`config.mk`:
```
export PLATFORM = sky130hd
export DESIGN_NAME = cdb_arbiter
export DESIGN_NICKNAME = d
export VERILOG_FILES = /design/src/rtl/cdb_arbiter.sv
export SDC_FILE = /design/constraint.sdc
export NUM_CORES = 1
export LEC_CHECK = 0
export ABC_AREA = 1
export CAP_MARGIN = 15
export CORE_UTILIZATION = 35
export DETAILED_ROUTE_END_ITERATION = 10
export PLACE_DENSITY = 0.78
export SYNTH_ARGS = -nofsm -noshare
export SYNTH_HDL_FRONTEND = slang
export SYNTH_SLANG_ARGS = --single-unit
```
`constraint.sdc`:
```
create_clock -name clk -period 2.19 [get_ports clk]
set_input_delay 0.3285 -clock clk [delete_from_list [all_inputs] [get_ports clk]]
set_output_delay 0.3285 -clock clk [all_outputs]
set_load 0.005 [all_outputs]
```
`src/rtl/cdb_arbiter.sv`:
```
// Round-robin arbiter for the common data bus: grants one pending result per cycle and registers the broadcast.
// Optional per-unit grant and conflict counters are compiled in when CDB_PERF_EN is defined.
module cdb_arbiter #(
  parameter int NUM_REQ = 3,
  parameter int TAG_W   = 4,
  parameter int DATA_W  = 32,
  localparam int SRC_W  = (NUM_REQ > 1) ? $clog2(NUM_REQ) : 1
) (
  input  logic                              clk,
  input  logic                              rst,
  input  logic [NUM_REQ-1:0]                req_valid,
  input  logic [NUM_REQ-1:0][TAG_W-1:0]     req_tag,
  input  logic [NUM_REQ-1:0][DATA_W-1:0]    req_data,
  output logic [NUM_REQ-1:0]                req_ready,
  input  logic                              cdb_stall,
  input  logic                              flush,
  output logic                              cdb_valid,
  output logic [TAG_W-1:0]                  cdb_tag,
  output logic [DATA_W-1:0]                 cdb_data,
  output logic [SRC_W-1:0]                  cdb_src
`ifdef CDB_PERF_EN
  ,
  output logic [NUM_REQ-1:0][31:0]          perf_grants,
  output logic [31:0]                       perf_conflict
`endif
);

  localparam logic [SRC_W:0] NREQ      = (SRC_W+1)'(NUM_REQ);
  localparam logic [SRC_W-1:0] LAST_IDX = SRC_W'(NUM_REQ - 1);

  logic [SRC_W-1:0]  last_grant_reg;
  logic              cdb_valid_reg;
  logic [TAG_W-1:0]  cdb_tag_reg;
  logic [DATA_W-1:0] cdb_data_reg;
  logic [SRC_W-1:0]  cdb_src_reg;

  logic              grant_en;
  logic              found;
  logic              fire;
  logic [SRC_W-1:0]  grant_idx;
  logic [SRC_W:0]    cand;

  assign grant_en = !(cdb_stall || flush || rst);

  // Scan starting just after the last winner, wrapping around once.
  always_comb begin
    found     = 1'b0;
    grant_idx = '0;
    cand      = '0;
    for (int off = 1; off <= NUM_REQ; off++) begin
      cand = {1'b0, last_grant_reg} + (SRC_W+1)'(off);
      if (cand >= NREQ) cand = cand - NREQ;
      if (!found && req_valid[cand[SRC_W-1:0]]) begin
        found     = 1'b1;
        grant_idx = cand[SRC_W-1:0];
      end
    end
  end

  assign fire      = grant_en && found;
  assign req_ready = fire ? (NUM_REQ'(1) << grant_idx) : '0;

  // Flush drops the valid but keeps the payload; stall freezes everything.
  always_ff @(posedge clk) begin
    if (rst) begin
      last_grant_reg <= LAST_IDX;
      cdb_valid_reg  <= 1'b0;
      cdb_tag_reg    <= '0;
      cdb_data_reg   <= '0;
      cdb_src_reg    <= '0;
    end else if (flush) begin
      cdb_valid_reg  <= 1'b0;
    end else if (!cdb_stall) begin
      cdb_valid_reg  <= fire;
      if (fire) begin
        last_grant_reg <= grant_idx;
        cdb_tag_reg    <= req_tag[grant_idx];
        cdb_data_reg   <= req_data[grant_idx];
        cdb_src_reg    <= grant_idx;
      end
    end
  end

  assign cdb_valid = cdb_valid_reg;
  assign cdb_tag   = cdb_tag_reg;
  assign cdb_data  = cdb_data_reg;
  assign cdb_src   = cdb_src_reg;

`ifdef CDB_PERF_EN
  logic [31:0] grant_cnt_reg [NUM_REQ];
  logic [31:0] conflict_cnt_reg;

  genvar gi;
  generate
    for (gi = 0; gi < NUM_REQ; gi++) begin : g_perf
      always_ff @(posedge clk) begin
        if (rst) grant_cnt_reg[gi] <= '0;
        else if (req_ready[gi]) grant_cnt_reg[gi] <= grant_cnt_reg[gi] + 32'd1;
      end
      assign perf_grants[gi] = grant_cnt_reg[gi];
    end
  endgenerate

  always_ff @(posedge clk) begin
    if (rst) conflict_cnt_reg <= '0;
    else if (fire && ($countones(req_valid) > 1)) conflict_cnt_reg <= conflict_cnt_reg + 32'd1;
  end

  assign perf_conflict = conflict_cnt_reg;
`endif

endmodule

```
==> After elaboration in Yosys (flattened, before gate mapping) <==
Index checks and enable logic that the tools add are counted.
{ "totals": {"wordCells": 51, "out_inout_bits": 42, "inputBits": 115, "reg_bits": 41} }
{ "op_classes": {"n_addsub": 6, "shifts": 1, "bitwise": 2, "n_reduce_logical": 10, "order_cmp": 7, "muxes": 20} }
{ "ops": {"columns": ["op", "count"], "rows": [
  ["$bmux W32 S2", 1],
  ["$mux W32", 1],
  ["$lt A2 B3 Y1 const B", 4],
  ["$mux W2", 6],
  ["$ge A3 B2 Y1 const B", 3],
  ["$bmux W4 S2", 1],
  ["$add A2 B2 Y3 const B", 2],
  ["$bmux W1 S2", 3],
  ["$mux W1", 6],
  ["$sub A2 B2 Y2 const B", 3],
  ["$mux W4", 1],
  ["$add A2 B1 Y3 const B", 1],
  ["$logic_and A1 B1 Y1", 3],
  ["$logic_not A1 Y1", 3],
  ["$mux W3", 1],
  ["$reduce_and A3 Y1", 1],
  ["$shl A1 B2 Y3 const A", 1],
  ["$logic_or A1 B1 Y1", 2],
  ["$not A1 Y1", 2],
  ["$reduce_or A2 Y1", 1]
]} }

==> Logic depth before layout (Yosys ltp) <==
{ "logic_depth": {"word_depth": 14, "depth_mapped": 15} }

==> Worst setup path after synthesis <==
Ideal clock, no wire load.
{ "synth_timing": {"path_type": "reg-to-output", "start": "register last_grant_reg[0]", "end": "output port req_ready[0]", "n_path_buf": 3, "path_stages_with_launch": 15, "required_ns": 1.862, "path_slack_ns": -0.054, "t_arrival_ns": 1.915, "path_cell_list": "dfxtp_1 -> inv_1 -> ha_1 -> buf_6 -> nand2_1 -> inv_1 -> nor2_2 -> nand2_2 -> nand4_1 -> nand2_1 -> inv_1 -> buf_2 -> buf_4 -> nand2_1 -> nor2_1"} }
{ "synth_between": {"elab_chain_cells": 14, "elab_cells_between_ends": 31} }
{ "synth_rtl": {"columns": ["element", "line", "source"], "rows": [
  ["start: declaration", "31", "logic [SRC_W-1:0] last_grant_reg;"],
  ["start signal: assignment", "76", "last_grant_reg <= grant_idx;"],
  ["$add A2 B1 Y3", "51", "cand = {1'b0, last_grant_reg} + (SRC_W+1)'(off);"],
  ["$ge A3 B2 Y1 or $sub A2 B2 Y2 (tied branches)", "52", "if (cand >= NREQ) cand = cand - NREQ;"],
  ["$mux W2", "52", null],
  ["$bmux W1 S2", "53", "if (!found && req_valid[cand[SRC_W-1:0]]) begin"],
  ["$mux W1 (implied by the code)", "53", null],
  ["$mux W1", "53", null],
  ["$logic_not A1 Y1", "53", null],
  ["$logic_and A1 B1 Y1", "53", null],
  ["$mux W1", "53", null],
  ["$logic_not A1 Y1", "53", null],
  ["$logic_and A1 B1 Y1", "53", null],
  ["$mux W2 or $mux W1 (tied branches)", "53", null],
  ["$shl A1 B2 Y3 or $logic_and A1 B1 Y1 (tied branches)", "61, 60", null],
  ["$mux W3 *", "61", "assign req_ready = fire ? (NUM_REQ'(1) << grant_idx) : '0;"],
  ["end: declaration", "14", "output logic [NUM_REQ-1:0] req_ready,"]
]} }
Mark *: on every way between the ends. The rest lies on a longest branch, timed or not. The select of a mux whose other input is x is not followed.

==> Final worst setup path <==
{ "layout_timing": {"start": "register last_grant_reg[0]", "end": "output port req_ready[1]"} }
Same word-level chain as after synthesis.

==> flow_metrics.tcl <==
set metrics [dict create \
    status "finished, violations left" \
    violations "negative setup slack" \
    dp_hpwl_um 6438 \
    whs_ns 0.4807 \
    clkSinkCount 40 \
    synth.avg_cell_area_um2 6.210 \
    grt_max_degree 41 \
    drc 0 \
    instances_no_fill 704 \
    grt_pass1_wl_um 15090 \
    yosys_register_bits 40 \
    largest_reg_flops 32 \
    finalSetupTns_ns -1.785 \
    syn_inst 438 \
    post-route-min-period_ns 2.369 \
    place_inst 687 \
    fin_nets 723 \
    antenna_found_initial 0 \
    synth_cell_type_count 22 \
    ir_worst_vdd_mv 0.3283 \
    worstMarginPinSlew_ns 0.4115 \
    path_class "reg2out" \
    firstDrtPassIters 4 \
    mostFrequentLayoutCells "clkdlybuf4s50_1 (153), inv_1 (80), nand3_1 (75)" \
    total_power_mw 2.492 \
    cp.arrival_ns 2.04 \
    min_period_over_period_pct 108.2 \
    cp_slowest_cell "ha_4" \
    grt_pass1_vias 3328 \
    diodes 0 \
    register_area_um2 803.3 \
    syn_to_final_growth_pct 74.79 \
    rsz0062_at_grt "yes" \
    multi_input_area_um2 1553 \
    design.core.area_um2 7370 \
    start_util_pct 36.91 \
    crit_path_cell_trace "inv_2 > ha_4 > nand2_4 > buf_6 > nand2_4 > nand2_4 > nor2_4 > nand2_2 > buf_6 > nand2_4 > nand2_2 > nor2_1 > buf_2" \
    place_ws_ns -0.3481 \
    slew_violations 0 \
    io_buffers 156 \
    vias 3508 \
    grt_use_total_pct 22.33 \
    die_w_um 90.16 \
    synth-warning-count 0 \
    finish.utilization_pct 64.52 \
    wl_um 9666 \
    setup_viol 39 \
    syn-num-nets 557 \
    place_area_um2 4384 \
    critPathLaunchType "flop" \
    place.gp.congestion 0.9780 \
    ant_nets 0 \
    final_layout_size_suffix_gt1_share_pct 14.71 \
    worst_slew_margin_rel_pct 72.57 \
    critical_path.max_fanout 8 \
    clkSlewWorstSetupHoldPaths_ns 0.08 \
    initialDrtViolationCount 145 \
    max_freq_mhz 422.2 \
    avgRoutedWirePerCell_um 13.73 \
    fin_worst_skew_ns 0.006309 \
    gr-total-overflow 0 \
    fill_cells 623 \
    finalHoldViolCount 0 \
    cts_max_level 2 \
    fin_area_um2 4755 \
    die_area_um2 8128 \
    setup_ws_ns -0.1787 \
    netlist_area_um2 2720 \
    post_drt_via_cell_ratio 4.983 \
    path_common_cell "nand2_4" \
    crit_family "simple AND/OR/NAND/NOR gates" \
    clock-root-buffer "clkbuf_8" \
    die_height_um 90.16 \
    hold_class "reg2reg" \
    clkLatencyLatePin_ns 0.29 \
    final_common_cell "clkdlybuf4s50_1" \
    clockBufferDepth 2 \
    p_leak_nw 2.312 \
    cts_tree "yes" \
    power_density_nw_per_um2 524.1 \
    drv_cap 0 \
    yosysSeqAreaShare_pct 29.44 \
    max_stage_delay_ns 0.38 \
    io_pins 157 \
    cp-end-kind "primary output" \
    row_count 31 \
    crit_required_ns 1.86 \
    cp_num_buf_inv 4 \
    numCtsBuffers 5 \
]
Yosys cell counts:
master | count | area (um2)
inv_1 | 85 | 319.1
nand3_1 | 78 | 390.4
a21oi_1 | 75 | 375.4
nand2_1 | 63 | 236.5
dfxtp_1 | 40 | 800.8
o21ai_0 | 38 | 190.2
buf_2 | 12 | 60.06
buf_6 | 9 | 101.4
clkbuf_1 | 7 | 26.28
nand2_2 | 6 | 37.54
nor2_1 | 5 | 18.77
buf_4 | 4 | 30.03
ha_1 | 4 | 50.05
nand3_2 | 2 | 20.02
nor2_2 | 2 | 12.51
nor3_1 | 2 | 10.01
a31oi_1 | 1 | 6.260
and3_1 | 1 | 6.260
inv_2 | 1 | 3.750
nand2_4 | 1 | 11.26
nand4_1 | 1 | 6.260
o211ai_1 | 1 | 7.510
layer usage:
metal | GRT usage [%] | wire length (um)
met3 | 5.161 | 849
met4 | 4.973 | 212
met1 | 26.96 | 4033
met5 | 0 | 0
met2 | 39.95 | 4571
worst paths after layout:
check / from / end / slack, ns / depth (start not counted)
worst min-delay path: cdb_src[1] / cdb_src[1] / 0.48 / 2
worst min register to register: cdb_src[1] / cdb_src[1] / 0.48 / 2
worst max register to register: last_grant_reg[0] / cdb_tag[0] / -0.08 / 14
worst max-delay path: last_grant_reg[0] / req_ready[1] / -0.18 / 13
worst register-to-register path: cells and delay by family (launching register included):
family          cells  cell delay (ns)
compound gates      1             0.07
fa+ha+maj           1             0.38
buf+inv             4             0.68
flops               1             0.33
simple gates        8             0.70
logic make-up (layout without fill, tap and decap cells):
kind of cell	after synthesis	after routing	synth area share, %
AOI/OAI and AO/OA	115	115	21.30
adders and majority gates	4	4	1.840
buffers and inverters	118	285	19.87
DFF	40	40	29.44
and+or+nand+nor	161	161	27.55
final cells by class:
| cell class | instances | share of cell area [%] |
|---|---|---|
| clock buffers | 6 | 1.526 |
| clock inverters | 2 | 0.7368 |
| inverters | 86 | 6.895 |
| multi-input cells | 280 | 32.66 |
| flip-flops and latches | 40 | 16.89 |
| well taps | 99 | 2.605 |
| repair buffers | 191 | 38.68 |
report_power, final:
| part | leakage [nW] | internal, mW | switching (mW) | total [mW] |
|---|---|---|---|---|
| logic | 1.93 | 0.549 | 0.559 | 1.11 |
| registers | 0.327 | 0.775 | 0.0231 | 0.798 |
| clock network | 0.0552 | 0.338 | 0.248 | 0.586 |
timing repair:
item,4_1_cts,5_1_grt
buffers inserted,8,2
hold buffers,0,0
endpoints found under the setup margin,41,40
pin swaps,8,13
gates resized for setup,42,28
(Power assumes the default switching activity.)
